<file path="src/rtl/timer_unit.sv">
// timer_unit: periodic interval timer with prescaler and interrupt request.
//   A load strobe (we_t) latches base/umbral from cfg and restarts the timer.
//   In RUN a 7-bit prescaler produces a tick every 2^base cycles; each tick
//   advances a 6-bit count that auto-reloads at umbral-1 and raises int_req.
//   A match while a request is still pending (and not being acked) sets ovf.
// Ports:
//   clk      in   system clock, rising edge
//   reset    in   synchronous active-low reset
//   we_t     in   one-cycle load strobe
//   cfg      in   [9]=enable, [8:6]=base, [5:0]=umbral (threshold)
//   int_ack  in   interrupt acknowledge pulse
//   int_req  out  level interrupt request, held until ack or load
//   ovf      out  sticky overrun flag
//   count    out  current tick count
//   running  out  high while in RUN
module timer_unit (
  input  logic       clk,
  input  logic       reset,
  input  logic       we_t,
  input  logic [9:0] cfg,
  input  logic       int_ack,
  output logic       int_req,
  output logic       ovf,
  output logic [5:0] count,
  output logic       running
);

  typedef enum logic {
    IDLE = 1'b0,
    RUN  = 1'b1
  } state_e;

  state_e     state_q, state_d;
  logic [2:0] base_q, base_d;
  logic [5:0] umbral_q, umbral_d;
  logic [6:0] presc_q, presc_d;
  logic [5:0] count_q, count_d;
  logic       int_req_q, int_req_d;
  logic       ovf_q, ovf_d;

  logic [6:0] presc_top;
  logic       tick;
  logic       match;

  // Terminal prescaler value 2^base - 1 (0 for base=0, 127 for base=7).
  assign presc_top = 7'((8'd1 << base_q) - 8'd1);
  assign tick      = (state_q == RUN) && (presc_q == presc_top);
  assign match     = tick && (count_q == (umbral_q - 6'd1));

  always_comb begin
    state_d   = state_q;
    base_d    = base_q;
    umbral_d  = umbral_q;
    presc_d   = presc_q;
    count_d   = count_q;
    int_req_d = int_req_q;
    ovf_d     = ovf_q;

    if (we_t) begin
      // Load wins over ack and over a coincident match.
      base_d    = cfg[8:6];
      umbral_d  = cfg[5:0];
      presc_d   = '0;
      count_d   = '0;
      int_req_d = 1'b0;
      ovf_d     = 1'b0;
      state_d   = (cfg[9] && (cfg[5:0] != '0)) ? RUN : IDLE;
    end else begin
      if (state_q == RUN) begin
        presc_d = tick ? '0 : presc_q + 7'd1;
        if (tick) begin
          count_d = match ? '0 : count_q + 6'd1;
        end
      end else begin
        presc_d = '0;
        count_d = '0;
      end

      if (match) begin
        // An ack in the match cycle consumes the old request, so no overrun.
        if (int_req_q && !int_ack) begin
          ovf_d = 1'b1;
        end
        int_req_d = 1'b1;
      end else if (int_ack) begin
        int_req_d = 1'b0;
      end
    end
  end

  always_ff @(posedge clk) begin
    if (!reset) begin
      state_q   <= IDLE;
      base_q    <= '0;
      umbral_q  <= '0;
      presc_q   <= '0;
      count_q   <= '0;
      int_req_q <= 1'b0;
      ovf_q     <= 1'b0;
    end else begin
      state_q   <= state_d;
      base_q    <= base_d;
      umbral_q  <= umbral_d;
      presc_q   <= presc_d;
      count_q   <= count_d;
      int_req_q <= int_req_d;
      ovf_q     <= ovf_d;
    end
  end

  assign int_req = int_req_q;
  assign ovf     = ovf_q;
  assign count   = count_q;
  assign running = (state_q == RUN);

endmodule

</file>
<file path="config.mk">
export PLATFORM = sky130hd
export DESIGN_NAME = timer_unit
export DESIGN_NICKNAME = d
export VERILOG_FILES = /design/src/rtl/timer_unit.sv
export SDC_FILE = /design/constraint.sdc
export NUM_CORES = 1
export LEC_CHECK = 0
export BUFFER_PORTS_ARGS = -buffer_cell sky130_fd_sc_hd__buf_2
export CORE_MARGIN = 2
export CORE_UTILIZATION = 49
export CTS_CLUSTER_DIAMETER = 200
export DETAILED_ROUTE_END_ITERATION = 7
export GPL_TIMING_DRIVEN = 0
export MAX_ROUTING_LAYER = met4
export PLACE_DENSITY = 0.78
export SYNTH_ARGS = -nofsm -noshare
export SYNTH_HDL_FRONTEND = slang
export SYNTH_SLANG_ARGS = --single-unit
</file>
<file path="constraint.sdc">
create_clock -name clk -period 1.8 [get_ports clk]
set_input_delay 0.18 -clock clk [delete_from_list [all_inputs] [get_ports clk]]
set_output_delay 0.18 -clock clk [all_outputs]
set_load 0.1 [all_outputs]
</file>
# Word-level counts from Yosys, hierarchy flattened

Cells that the tools add are included.

Add/subtract/negate cells: 4
Multipliers: 0
Div/mod/pow operators: 0
Magnitude comparators: 0
Eq/ne operators: 2
Shifts and indexed selects: 1
Multiplexer cells: 4
Bitwise operators: 2
Reductions and logical operators: 11

Operators by type and width:

| operator            | number |
|---|---|
| $add 7x1->7 const B | 1 |
| $eq 7x7->1          | 1 |
| $shl 1x3->7 const A | 1 |
| $sub 7x1->7 const B | 1 |
| $add 6x1->6 const B | 1 |
| $eq 6x6->1          | 1 |
| $mux 6              | 1 |
| $reduce_bool 6->1   | 1 |
| $sub 6x1->6 const B | 1 |
| $logic_and 1x1->1   | 4 |
| $reduce_or 4->1     | 1 |
| $mux 1              | 3 |
| $reduce_or 3->1     | 1 |
| $not 1->1           | 2 |
| $reduce_and 2->1    | 1 |
| $reduce_bool 2->1   | 1 |
| $reduce_or 2->1     | 1 |
| $logic_not 1->1     | 1 |

Bits in registers: 25
Latch bits: 0
RAM bits: 0
ROM bits: 0
Bits of input ports: 14
Output and inout port bits: 9
Word-level logic and storage cells: 31
Memories kept: 0

# Logic depth before layout (Yosys ltp)

Gate-level depths: netlist (run 1).

Depth in word-level cells: 6
Mapped depth: 8
Mapped depth without buffers: 8

# Least setup slack after synthesis (run 1)

OpenSTA, ideal clock, no wires.

Kind: reg2reg
From: register count_q[2] (netlist: count[2])
To: register ovf_q (netlist: ovf)
Setup time: 0.085 ns
Arrival: 2.258 ns
Data required time: 1.715 ns
Slack: -0.542 ns
Stages on the path, launching flop included: 7
Path buffers: 1
Clock period less this slack: 2.342 ns
Cell sequence: dfxtp_1 buf_2 nand3_1 a221oi_1 o211ai_1 or2_1 o31ai_2

Word-level cells in the longest chain between the ends: 3

RTL lines:

| element                    | RTL line | RTL |
|---|---|---|
| start, declared            | 37       | `logic [5:0] count_q, count_d;` |
| start signal, assigned     | 105      | `count_q <= count_d;` |
| $eq 6x6->1                 | 48       | `assign match = tick && (count_q == (umbral_q - 6'd1));` |
| $logic_and 1x1->1          | 48       |  |
| $reduce_and 2->1 (no line) | n/a      |  |
| end signal, assigned       | 107      | `ovf_q <= ovf_d;` |
| end, declared              | 39       | `logic ovf_q, ovf_d;` |

Every way passes these cells.
A chain may end at the register's enable or synchronous reset.

# Worst setup path after layout (run 1)

From: register umbral_q[0]
To: register count_q[5] (netlist: count[5])

Word-level cells in the longest chain between the ends: 4

RTL lines:

| element                | RTL line | RTL |
|---|---|---|
| start, declared        | 35       | `logic [5:0] umbral_q, umbral_d;` |
| start signal, assigned | 103      | `umbral_q <= umbral_d;` |
| $sub 6x1->6            | 48       |  |
| $eq 6x6->1             | 48       |  |
| $logic_and 1x1->1      | 48       |  |
| $mux 6                 | 72       | `count_d = match ? '0 : count_q + 6'd1;` |

Every way passes these cells.

==> impl_metrics.py, run 1 <==
metrics = {
    "grt": {
        "grt_pass1_vias": 1187,
        "grtUsageMet2_pct": 33.00,
        "grt_max_degree": 14,
        "grt_first_pass_wirelength_um": 5175,
        "antenna_found_initial": 0,
        "grt_overflow": 0,
        "grt_use_met3_pct": 2.995,
        "groute.layer.met1.usage_pct": 25.18,
        "grt_use_total_pct": 20.57,
        "busiest_layer": "met2",
    },
    "run_status": {
        "violations": "setup timing",
        "status": "finished with violations",
    },
    "layout": {
        "layout-drive-gt1-share_pct": 38.62,
        "final_cell_area_um2": 1757,
        "diodes": 0,
        "fin_cells": 220,
        "area_delta_synth_final_pct": 28.10,
        "final_nets": 207,
    },
    "clock_tree": {
        "cts_made_buffers": 3,
        "cts_max_path_buffers": 2,
        "clk_pin_slew_ns": 0.13,
        "clock-sinks": 25,
        "htreeDepth": 1,
        "cts-root-buf": "clkbuf_4",
        "clock_latency_ns": 0.32,
        "cts_tree": "yes",
    },
    "sta": {
        "setup_ws_ns": -0.09472,
        "period_share_pct": 105.3,
        "setup_viol": 5,
        "skew_ns": 0.001257,
        "relSlewSlack_pct": 60.30,
        "finalHoldViolations": 0,
        "fmax_mhz": 527.8,
        "rsz0062_at_grt": "yes",
        "tightest_slew_ns": 0.5955,
        "fin_crit_ns": 1.895,
        "slew_violations": 0,
    },
    "synth": {
        "yosysWarningCount": 0,
        "synthFlopType": "dfxtp_1",
        "synth_fp_nets": 171,
        "synth_seq_cells": 25,
        "yosys-top-cells-area": "dfxtp_1 36%, xnor2_1 7.7%, mux2i_1 6.6%",
        "syn_area_um2": 1371,
        "yosysUniqueCellTypes": 39,
        "syn_area_per_cell_um2": 8.905,
        "syn_inst": 154,
        "synth_edf_count": 0,
        "synth_top_area_share_pct": 36.50,
        "synth_top_area_cell": "dfxtp_1",
        "synth_commonest_cells": "25 x dfxtp_1, 14 x nor2_1, 12 x xnor2_1, 11 x nor2b_1, 9 x mux2i_1",
        "yosysMostFrequentCell": "dfxtp_1",
        "yosysSeqAreaShare_pct": 36.50,
        "async_reset_ff_share_pct": 0,
    },
    "worst_setup_path": {
        "cp_num_buf_inv": 2,
        "critical_path.max_fanout": 4,
        "critPathMaxStageDelay_ns": 0.37,
        "crit_chain": "buf_4, nor3_1, xnor2_1, nor3_1, o211ai_1, buf_4, a32oi_2, o41ai_2",
        "r2r-end": "count[5]",
        "rrSetupSlack_ns": -0.09,
        "worstPathArrival_ns": 2.11,
        "r2r_cells": 8,
        "critPathCaptureType": "register",
        "rr_startpoint": "umbral_q[0]",
        "path_delay_family": "compound AO/OA/AOI/OAI gates",
        "cp_slowest_cell": "dfxtp_4",
        "start_kind": "register",
        "worstPathRequired_ns": 2.01,
        "setup.worst_path.class": "reg -> reg",
    },
    "power": {
        "switching_share_pct": 28.01,
        "combPwrFrac_pct": 20.1,
        "p_clk_share_pct": 24.5,
        "power_frac_seq_pct": 55.4,
        "internal_power_mw": 0.7497,
        "power_leakage_nw": 0.6895,
        "power.switching_mw": 0.2917,
        "power.density_nw_per_um2": 592.8,
        "power_mw": 1.041,
        "peakVddDrop_mv": 0.6038,
    },
    "routing": {
        "drtAntennaViolNets": 0,
        "via_per_inst": 5.623,
        "drtIter0Drc": 48,
        "dr.pass1.iters": 4,
        "wl_per_cell_um": 14.40,
        "drc": 0,
        "wl_um": 3169,
        "vias": 1237,
    },
    "hold_path": {
        "hp-class": "in -> reg",
        "hold_end": "base_q[1]",
        "hold_start": "cfg[7]",
        "min_path_cells": 3,
    },
    "placed_design": {
        "hpwl_um": 2119,
        "post_dp_cell_area_um2": 1539,
        "place_inst": 207,
        "place_ws_ns": -0.2741,
        "routabilityCongestion": 0.8491,
        "placement.io_buffers": 22,
    },
    "floorplan": {
        "pin_count": 23,
        "die_w_um": 56.90,
        "die_area_um2": 3238,
        "die_y_um": 56.90,
        "row_count": 19,
        "start_util_pct": 50.60,
        "core-area_um2": 2710,
    },
    "flow_run": {
        "drv_cap": 0,
    },
}
-- kinds of logic (layout without fill, tap and decap cells) --
| family | count (synthesis) | after routing | share of synthesized area [%] |
|---|---|---|---|
| AO/OA/AOI/OAI | 22 | 22 | 13.69 |
| buffers and inverters | 14 | 49 | 5.200 |
| multiplexers | 9 | 9 | 6.570 |
| flip-flops | 25 | 25 | 36.50 |
| AND/OR/NAND/NOR | 66 | 66 | 25.73 |
| XOR/XNOR | 15 | 15 | 9.581 |
| adder cells (fa/ha/maj) | 3 | 3 | 2.738 |
-- routing by layer --
layer | up-vias | share of wire, %
li1 | 618 | -
met1 | 571 | 45
met2 | 38 | 48
met3 | 10 | 4.2
met4 | 0 | 2.4
met5 | - | 0
-- stage by stage --
stage / hold WS [ns] / setup TNS, ns / util, %
floorplan: 0.3495 / 0 / -
global placement: 0.4379 / -1.085 / 56.79
detailed placement: 0.4496 / -1.701 / 56.79
CTS: 0.1115 / 0 / 59.93
global route: 0.1361 / -1.031 / 64.82
finish: 0.1143 / -0.2216 / 64.82
-- worst min-delay path, stage by stage --
cell and delay, ns:
buf_2 0.08, mux2i_1 0.05, nor2b_1 0.09
-- cells in the final DEF, fill, tap and decap left out, drive strengths merged, types with 4 or more instances in the layout --
cell type / netlist / final
and3: 4 / 4
buf: 6 / 37
clkbuf: 2 / 6
dfxtp: 25 / 25
inv: 6 / 6
mux2i: 9 / 9
nand2: 7 / 7
nand3: 7 / 7
nand4: 6 / 6
nor2: 14 / 14
nor2b: 11 / 11
nor3: 5 / 5
o211ai: 4 / 4
o21ai: 4 / 4
xnor2: 12 / 12
-- how the worst max path moves through the flow --
stage	start	to	slack, ns	cells past startpoint
floorplan	umbral_q[0]	ovf	0.005	8
global placement	umbral_q[0]	count[5]	-0.24	7
detailed placement	umbral_q[0]	count[5]	-0.27	7
CTS	presc_q[2]	count[1]	0.008	8
global route	umbral_q[0]	count[5]	-0.18	8
finish	umbral_q[0]	count[5]	-0.09	8
-- layout make-up --
type,count,area (µm²)
Tap cell,31,38.79
Clock buffer,4,26.28
Sequential cell,25,538.0
Multi-Input combinational cell,115,897.1
Inverter,6,22.52
Fill cell,223,953.4
Timing Repair Buffer,33,192.7
Buffer,6,41.29
-- registers in the layout, indices dropped and copies added, names as in the netlist --
register / cells
count: 6
running: 1
int_req: 1
umbral_q: 6
base_q: 3
ovf: 1
presc_q: 7
-- power by group through the flow --
stage	clock (mW)	sequential, mW	combinational (mW)
6_report	0.255	0.577	0.209
4_1_cts	0.258	0.581	0.183
5_1_grt	0.289	0.580	0.230
3_5_place_dp	0	0.593	0.161
3_3_place_gp	0	0.591	0.155
2_1_floorplan	0	0.602	0.110
-- timing repair --
| item | 4_1_cts | 5_1_grt |
|---|---|---|
| setup endpoints to repair | 8 | 14 |
| setup buffers | 5 | 6 |
| hold buffers | 0 | 0 |
| hold endpoints to repair | 0 | 0 |
| gates resized for setup | 14 | 21 |
| pin swaps | 7 | 10 |
| gates cloned | 1 | 0 |
Power figures use the tool's default switching activity.
==> run 2, diff against run 1 <==
--- a/config.mk
+++ b/config.mk
@@ -6,13 +6,14 @@
 export NUM_CORES = 1
 export LEC_CHECK = 0
 export BUFFER_PORTS_ARGS = -buffer_cell sky130_fd_sc_hd__buf_2
-export CORE_MARGIN = 2
 export CORE_UTILIZATION = 49
 export CTS_CLUSTER_DIAMETER = 200
 export DETAILED_ROUTE_END_ITERATION = 7
 export GPL_TIMING_DRIVEN = 0
 export MAX_ROUTING_LAYER = met4
 export PLACE_DENSITY = 0.78
+export SETUP_SLACK_MARGIN = 0.15
 export SYNTH_ARGS = -nofsm -noshare
 export SYNTH_HDL_FRONTEND = slang
 export SYNTH_SLANG_ARGS = --single-unit
+export TNS_END_PERCENT = 5
==> run 2 against run 1 <==
The run still ends with setup timing left; sequential share of layout area is 0.13 points lower; first-iteration DRC count is 46% lower; cell count is 0.45% lower; clock power hardly changed; critical path depth is 1 lower; global-route usage is 2.9 points higher; non-clock buffer count stayed put; register-to-register slack better by 0.06 ns; clock skew is 0.0083 ns higher; wire length is 6.3% lower; die area is 6.9% lower; core utilization is 2.3 points higher; largest power group unchanged.
==> impl_metrics.py, run 2 (synthesis gave the netlist of run 1 again) <==
metrics = {
    "placed_design": {
        "place_inst": 206,
        "routabilityCongestion": 0.7684,
        "place_ws_ns": -0.2765,
        "hpwl_um": 2069,
        "placement.io_buffers": 22,
    },
    "clock_tree": {
        "cts_tree": "yes",
        "cts.hold.buffers_added": 0,
        "clock-sinks": 25,
        "htreeDepth": 1,
        "clk_pin_slew_ns": 0.14,
        "cts-root-buf": "clkbuf_4",
        "clock_latency_ns": 0.32,
        "cts_max_path_buffers": 2,
        "cts_made_buffers": 3,
    },
    "layout": {
        "area_delta_synth_final_pct": 25.64,
        "final_nets": 207,
        "layout-drive-gt1-share_pct": 33.86,
        "post-route-util_pct": 67.11,
        "final_common_cell": "buf_2",
        "diodes": 0,
        "largest_reg_flops": 7,
        "fin_cells": 219,
        "largest-register": "presc_q",
        "final_cell_mix": "22 x buf_2, 14 x nor2_1, 13 x dfxtp_1",
    },
    "sta": {
        "finalHoldViolations": 0,
        "setup_ws_ns": -0.03273,
        "fmax_mhz": 545.6,
        "slew_violations": 0,
        "tightest_slew_ns": 0.6011,
        "skew_ns": 0.009541,
        "rsz0062_at_grt": "yes",
        "setup_viol": 2,
        "relSlewSlack_pct": 59.93,
        "fin_crit_ns": 1.833,
        "period_share_pct": 101.8,
    },
    "power": {
        "peakVddDrop_mv": 0.3911,
        "internal_power_mw": 0.7471,
        "power.switching_mw": 0.2923,
        "power.density_nw_per_um2": 603.3,
        "combPwrFrac_pct": 19.9,
        "switching_share_pct": 28.12,
        "power_leakage_nw": 0.6695,
        "p_clk_share_pct": 24.4,
        "power_mw": 1.039,
        "power_frac_seq_pct": 55.7,
    },
    "routing": {
        "wl_per_cell_um": 13.55,
        "vias": 1268,
        "wl_um": 2968,
        "drtIter0Drc": 26,
        "via_per_inst": 5.790,
        "dr.pass1.iters": 4,
        "drc": 0,
        "drtAntennaViolNets": 0,
    },
    "hold_path": {
        "hold_end": "base_q[1]",
        "hp-class": "in -> reg",
        "min_path_cells": 3,
        "hold_start": "cfg[7]",
    },
    "run_status": {
        "violations": "setup timing",
        "status": "finished with violations",
    },
    "worst_setup_path": {
        "worstPathRequired_ns": 2.02,
        "rr_startpoint": "presc_q[2]",
        "r2r_cells": 7,
        "setup.worst_path.class": "reg -> reg",
        "rrSetupSlack_ns": -0.03,
        "critPathCaptureType": "register",
        "start_kind": "register",
        "critical_path.max_fanout": 5,
        "worstPathArrival_ns": 2.05,
        "r2r-end": "count[5]",
    },
    "floorplan": {
        "row_count": 18,
        "die_w_um": 54.90,
        "die_area_um2": 3014,
        "die_y_um": 54.90,
        "pin_count": 23,
        "core-area_um2": 2567,
        "start_util_pct": 53.41,
    },
    "grt": {
        "grt_pass1_vias": 1115,
        "grt_use_total_pct": 23.44,
        "grt_overflow": 0,
        "grt_max_degree": 15,
        "grt_first_pass_wirelength_um": 4899,
        "antenna_found_initial": 0,
    },
    "flow_run": {
        "drv_cap": 0,
    },
}
[run 2: cell types whose count changed in the layout (fill, tap and decap cells not counted), moves of 3 or more]
cell,previous run,this run
dfxtp_4,7,4
buf_4,12,9
dfxtp_1,9,13
buf_6,2,5
[run 2: worst max-delay path, stage by stage, from the launching register on]
cell and delay, ns:
dfxtp_2 0.34, buf_6 0.11, a2111oi_4 0.32, a41oi_2 0.07, a32oi_1 0.16, o211ai_1 0.17
nand2b_2 0.29, o41ai_1 0.26
[run 2: how the worst max path moves through the flow]
stage,start,endpoint,slack (ns),cells past startpoint
after floorplan,count[2],count[5],0.05,7
after global placement,umbral_q[0],count[5],-0.19,7
after detailed placement,umbral_q[1],count[2],-0.28,7
after CTS,presc_q[2],ovf,0.0009,8
after global routing,presc_q[2],ovf,-0.14,8
final,presc_q[2],count[5],-0.03,7
[run 2: timing repair]
action,4_1_cts,5_1_grt
hold endpoints to repair,0,0
setup endpoints to repair,14,15
pin swaps,7,3
buffers inserted,8,0
cloned,1,0
resized for setup,14,8
[run 2: area by class of cell]
| type | count | area [µm²] |
|---|---|---|
| Buffer | 8 | 63.81 |
| Clock buffer | 3 | 22.52 |
| Clock inverter | 1 | 5.005 |
| Fill cell | 211 | 844.6 |
| Inverter | 6 | 22.52 |
| Multi-Input combinational cell | 115 | 864.6 |
| Sequential cell | 25 | 525.5 |
| Tap cell | 30 | 37.54 |
| Timing Repair Buffer | 31 | 181.4 |
[run 2: through the flow]
stage                     setup TNS, ns  instance area, µm²  hold WS, ns
after floorplan                       0                1401       0.3495
after global placement          -0.7360                1549       0.4378
after detailed placement         -1.398                1549       0.4485
after CTS                             0                1683       0.1025
after global routing            -0.8647                1723       0.1220
final                          -0.05867                1723       0.1070
[run 2: power by group through the flow]
stage          registers [mW]  clock network, mW  logic [mW]
6_report                0.579              0.254       0.207
5_1_grt                 0.582              0.277       0.226
4_1_cts                 0.578              0.262       0.192
3_5_place_dp            0.592                  0       0.165
3_3_place_gp            0.592                  0       0.158
2_1_floorplan           0.602                  0       0.112
[run 2: layer usage]
layer	part of all wire [%]	vias to the layer above	track usage [%]
li1	-	624	-
met1	46	591	30.27
met2	46	44	36.14
met3	4.2	9	2.459
met4	3.6	0	12.08
met5	0	-	-
==> run 3, diff against run 2 <==
--- a/config.mk
+++ b/config.mk
@@ -5,7 +5,7 @@
 export SDC_FILE = /design/constraint.sdc
 export NUM_CORES = 1
 export LEC_CHECK = 0
-export BUFFER_PORTS_ARGS = -buffer_cell sky130_fd_sc_hd__buf_2
+export BUFFER_PORTS_ARGS = -buffer_cell sky130_fd_sc_hd__buf_4
 export CORE_UTILIZATION = 49
 export CTS_CLUSTER_DIAMETER = 200
 export DETAILED_ROUTE_END_ITERATION = 7
==> run 3 against run 2 <==
The flow still finishes with violations (setup timing); power barely moved; clock-buffer cell count rose by 1; wire length fell by 2.0%; clock power rose by 3%; sequential share of layout area fell by 0.15 points; largest power group unchanged; non-clock buffer count fell by 4; clock skew rose by 0.0014 ns; fmax fell by 1.6%; register-to-register slack got worse by 0.03 ns; final area rose by 0.51%; combinational power fell by 4%; worst hold slack got worse by 0.0080 ns.
==> impl_metrics.py, run 3 (synthesis gave the netlist of run 1 again) <==
metrics = {
    "power": {
        "peakVddDrop_mv": 0.4599,
        "power_mw": 1.039,
        "power_leakage_nw": 0.6606,
        "power.density_nw_per_um2": 600.2,
    },
    "sta": {
        "relSlewSlack_pct": 61.04,
        "setup_ws_ns": -0.06307,
        "finalHoldViolations": 0,
        "skew_ns": 0.01097,
        "slew_violations": 0,
        "fin_crit_ns": 1.863,
        "rsz0062_at_grt": "yes",
        "hold-worst-slack_ns": 0.09906,
        "setup_tns_ns": -0.1172,
        "fmax_mhz": 536.7,
        "period_share_pct": 103.5,
        "setup_viol": 3,
        "tightest_slew_ns": 0.5843,
    },
    "floorplan": {
        "start_util_pct": 53.41,
        "row_count": 18,
        "pin_count": 23,
        "die_area_um2": 3014,
        "die_w_um": 54.90,
        "die_y_um": 54.90,
        "core-area_um2": 2567,
    },
    "worst_setup_path": {
        "r2r-end": "ovf",
        "critPathLaunch": "presc_q[2]",
        "rrSetupSlack_ns": -0.06,
        "critPathCaptureType": "register",
        "worstPathArrival_ns": 2.13,
        "r2r_cells": 8,
        "start_kind": "register",
        "rr_startpoint": "presc_q[2]",
        "setup.worst_path.class": "reg -> reg",
        "critical_path.max_fanout": 6,
        "worstPathRequired_ns": 2.06,
    },
    "hold_path": {
        "hold_end": "base_q[0]",
        "min_path_cells": 3,
        "hp-class": "in -> reg",
        "hold_start": "cfg[6]",
    },
    "layout": {
        "largest_reg_flops": 7,
        "post-route-util_pct": 67.45,
        "fin_cells": 215,
        "final_nets": 203,
        "largest-register": "presc_q",
        "layout-drive-gt1-share_pct": 31.89,
        "final_common_cell": "buf_4",
        "final_cell_mix": "26 x buf_4, 14 x nor2_1, 13 x dfxtp_1",
        "diodes": 0,
        "area_delta_synth_final_pct": 26.28,
    },
    "routing": {
        "via_per_inst": 5.674,
        "drc": 0,
        "drtIter0Drc": 13,
        "vias": 1220,
        "wl_per_cell_um": 13.53,
        "wl_um": 2910,
        "drtAntennaViolNets": 0,
        "dr.pass1.iters": 4,
    },
    "run_status": {
        "status": "finished with violations",
        "violations": "setup timing",
    },
    "grt": {
        "antenna_found_initial": 0,
        "grt_max_degree": 14,
        "grt_use_total_pct": 23.37,
        "grt_pass1_vias": 1154,
        "grt_first_pass_wirelength_um": 4988,
        "grt_overflow": 0,
    },
    "clock_tree": {
        "cts_max_path_buffers": 2,
        "cts_tree": "yes",
        "clock_latency_ns": 0.33,
        "cts-root-buf": "clkbuf_4",
        "clk_pin_slew_ns": 0.14,
        "htreeDepth": 1,
        "clock-sinks": 25,
        "cts_made_buffers": 3,
    },
    "placed_design": {
        "hpwl_um": 2036,
        "place_inst": 206,
        "placement.io_buffers": 22,
        "routabilityCongestion": 0.7623,
    },
    "flow_run": {
        "drv_cap": 0,
    },
}
-- run 3: critical path, cell delays in order (launching register included) --
cell       delay [ns]
dfxtp_2          0.34
buf_6            0.11
a2111oi_4        0.34
a41oi_2          0.06
a32oi_1          0.19
o211ai_1         0.15
buf_6            0.17
or2_4            0.25
o31ai_2          0.17
-- run 3: where the power goes --
group	internal [mW]	total, mW	leakage (nW)	switching (mW)
Clock	0.0870	0.261	0.0150	0.174
Sequential	0.564	0.579	0.210	0.0158
Combinational	0.101	0.199	0.436	0.0978
-- run 3: how the worst max path moves through the flow --
| stage | to | slack (ns) |
|---|---|---|
| floorplan | count[5] | 0.05 |
| global placement | count[5] | -0.19 |
| detailed placement | count[2] | -0.20 |
| CTS | ovf | -0.04 |
| global route | ovf | -0.17 |
| finish | ovf | -0.06 |
-- run 3: cell type report --
class / count / area (µm²)
inverters: 6 / 22.52
well taps: 30 / 37.54
multi-input cells: 115 / 843.3
flip-flops and latches: 25 / 525.5
fillers: 219 / 835.8
clock buffers: 4 / 26.28
repair buffers: 27 / 215.2
plain buffers: 8 / 61.31
-- run 3: metal layers --
metal  wire, µm  up-vias  share of wire (%)  global-route usage (%)
li1           -      612                  -                       -
met1       1336      569                 46                   29.88
met2       1403       34                 48                   37.55
met3        125        5                4.3                   2.732
met4         44        0                1.5                   9.167
met5          0        -                  0                       -
-- run 3: stage by stage --
| step | setup WS, ns | cell area [µm²] |
|---|---|---|
| floorplan | 0.04535 | 1401 |
| global placement | -0.1876 | 1604 |
| detailed placement | -0.1994 | 1604 |
| CTS | -0.04220 | 1712 |
| global route | -0.1715 | 1732 |
| finish | -0.06307 | 1732 |
-- run 3: timing repair --
action,4_1_cts,5_1_grt
buffers inserted,5,0
pin swaps,9,2
hold buffers,0,0
gates resized for setup,11,4
setup endpoints to repair,15,15
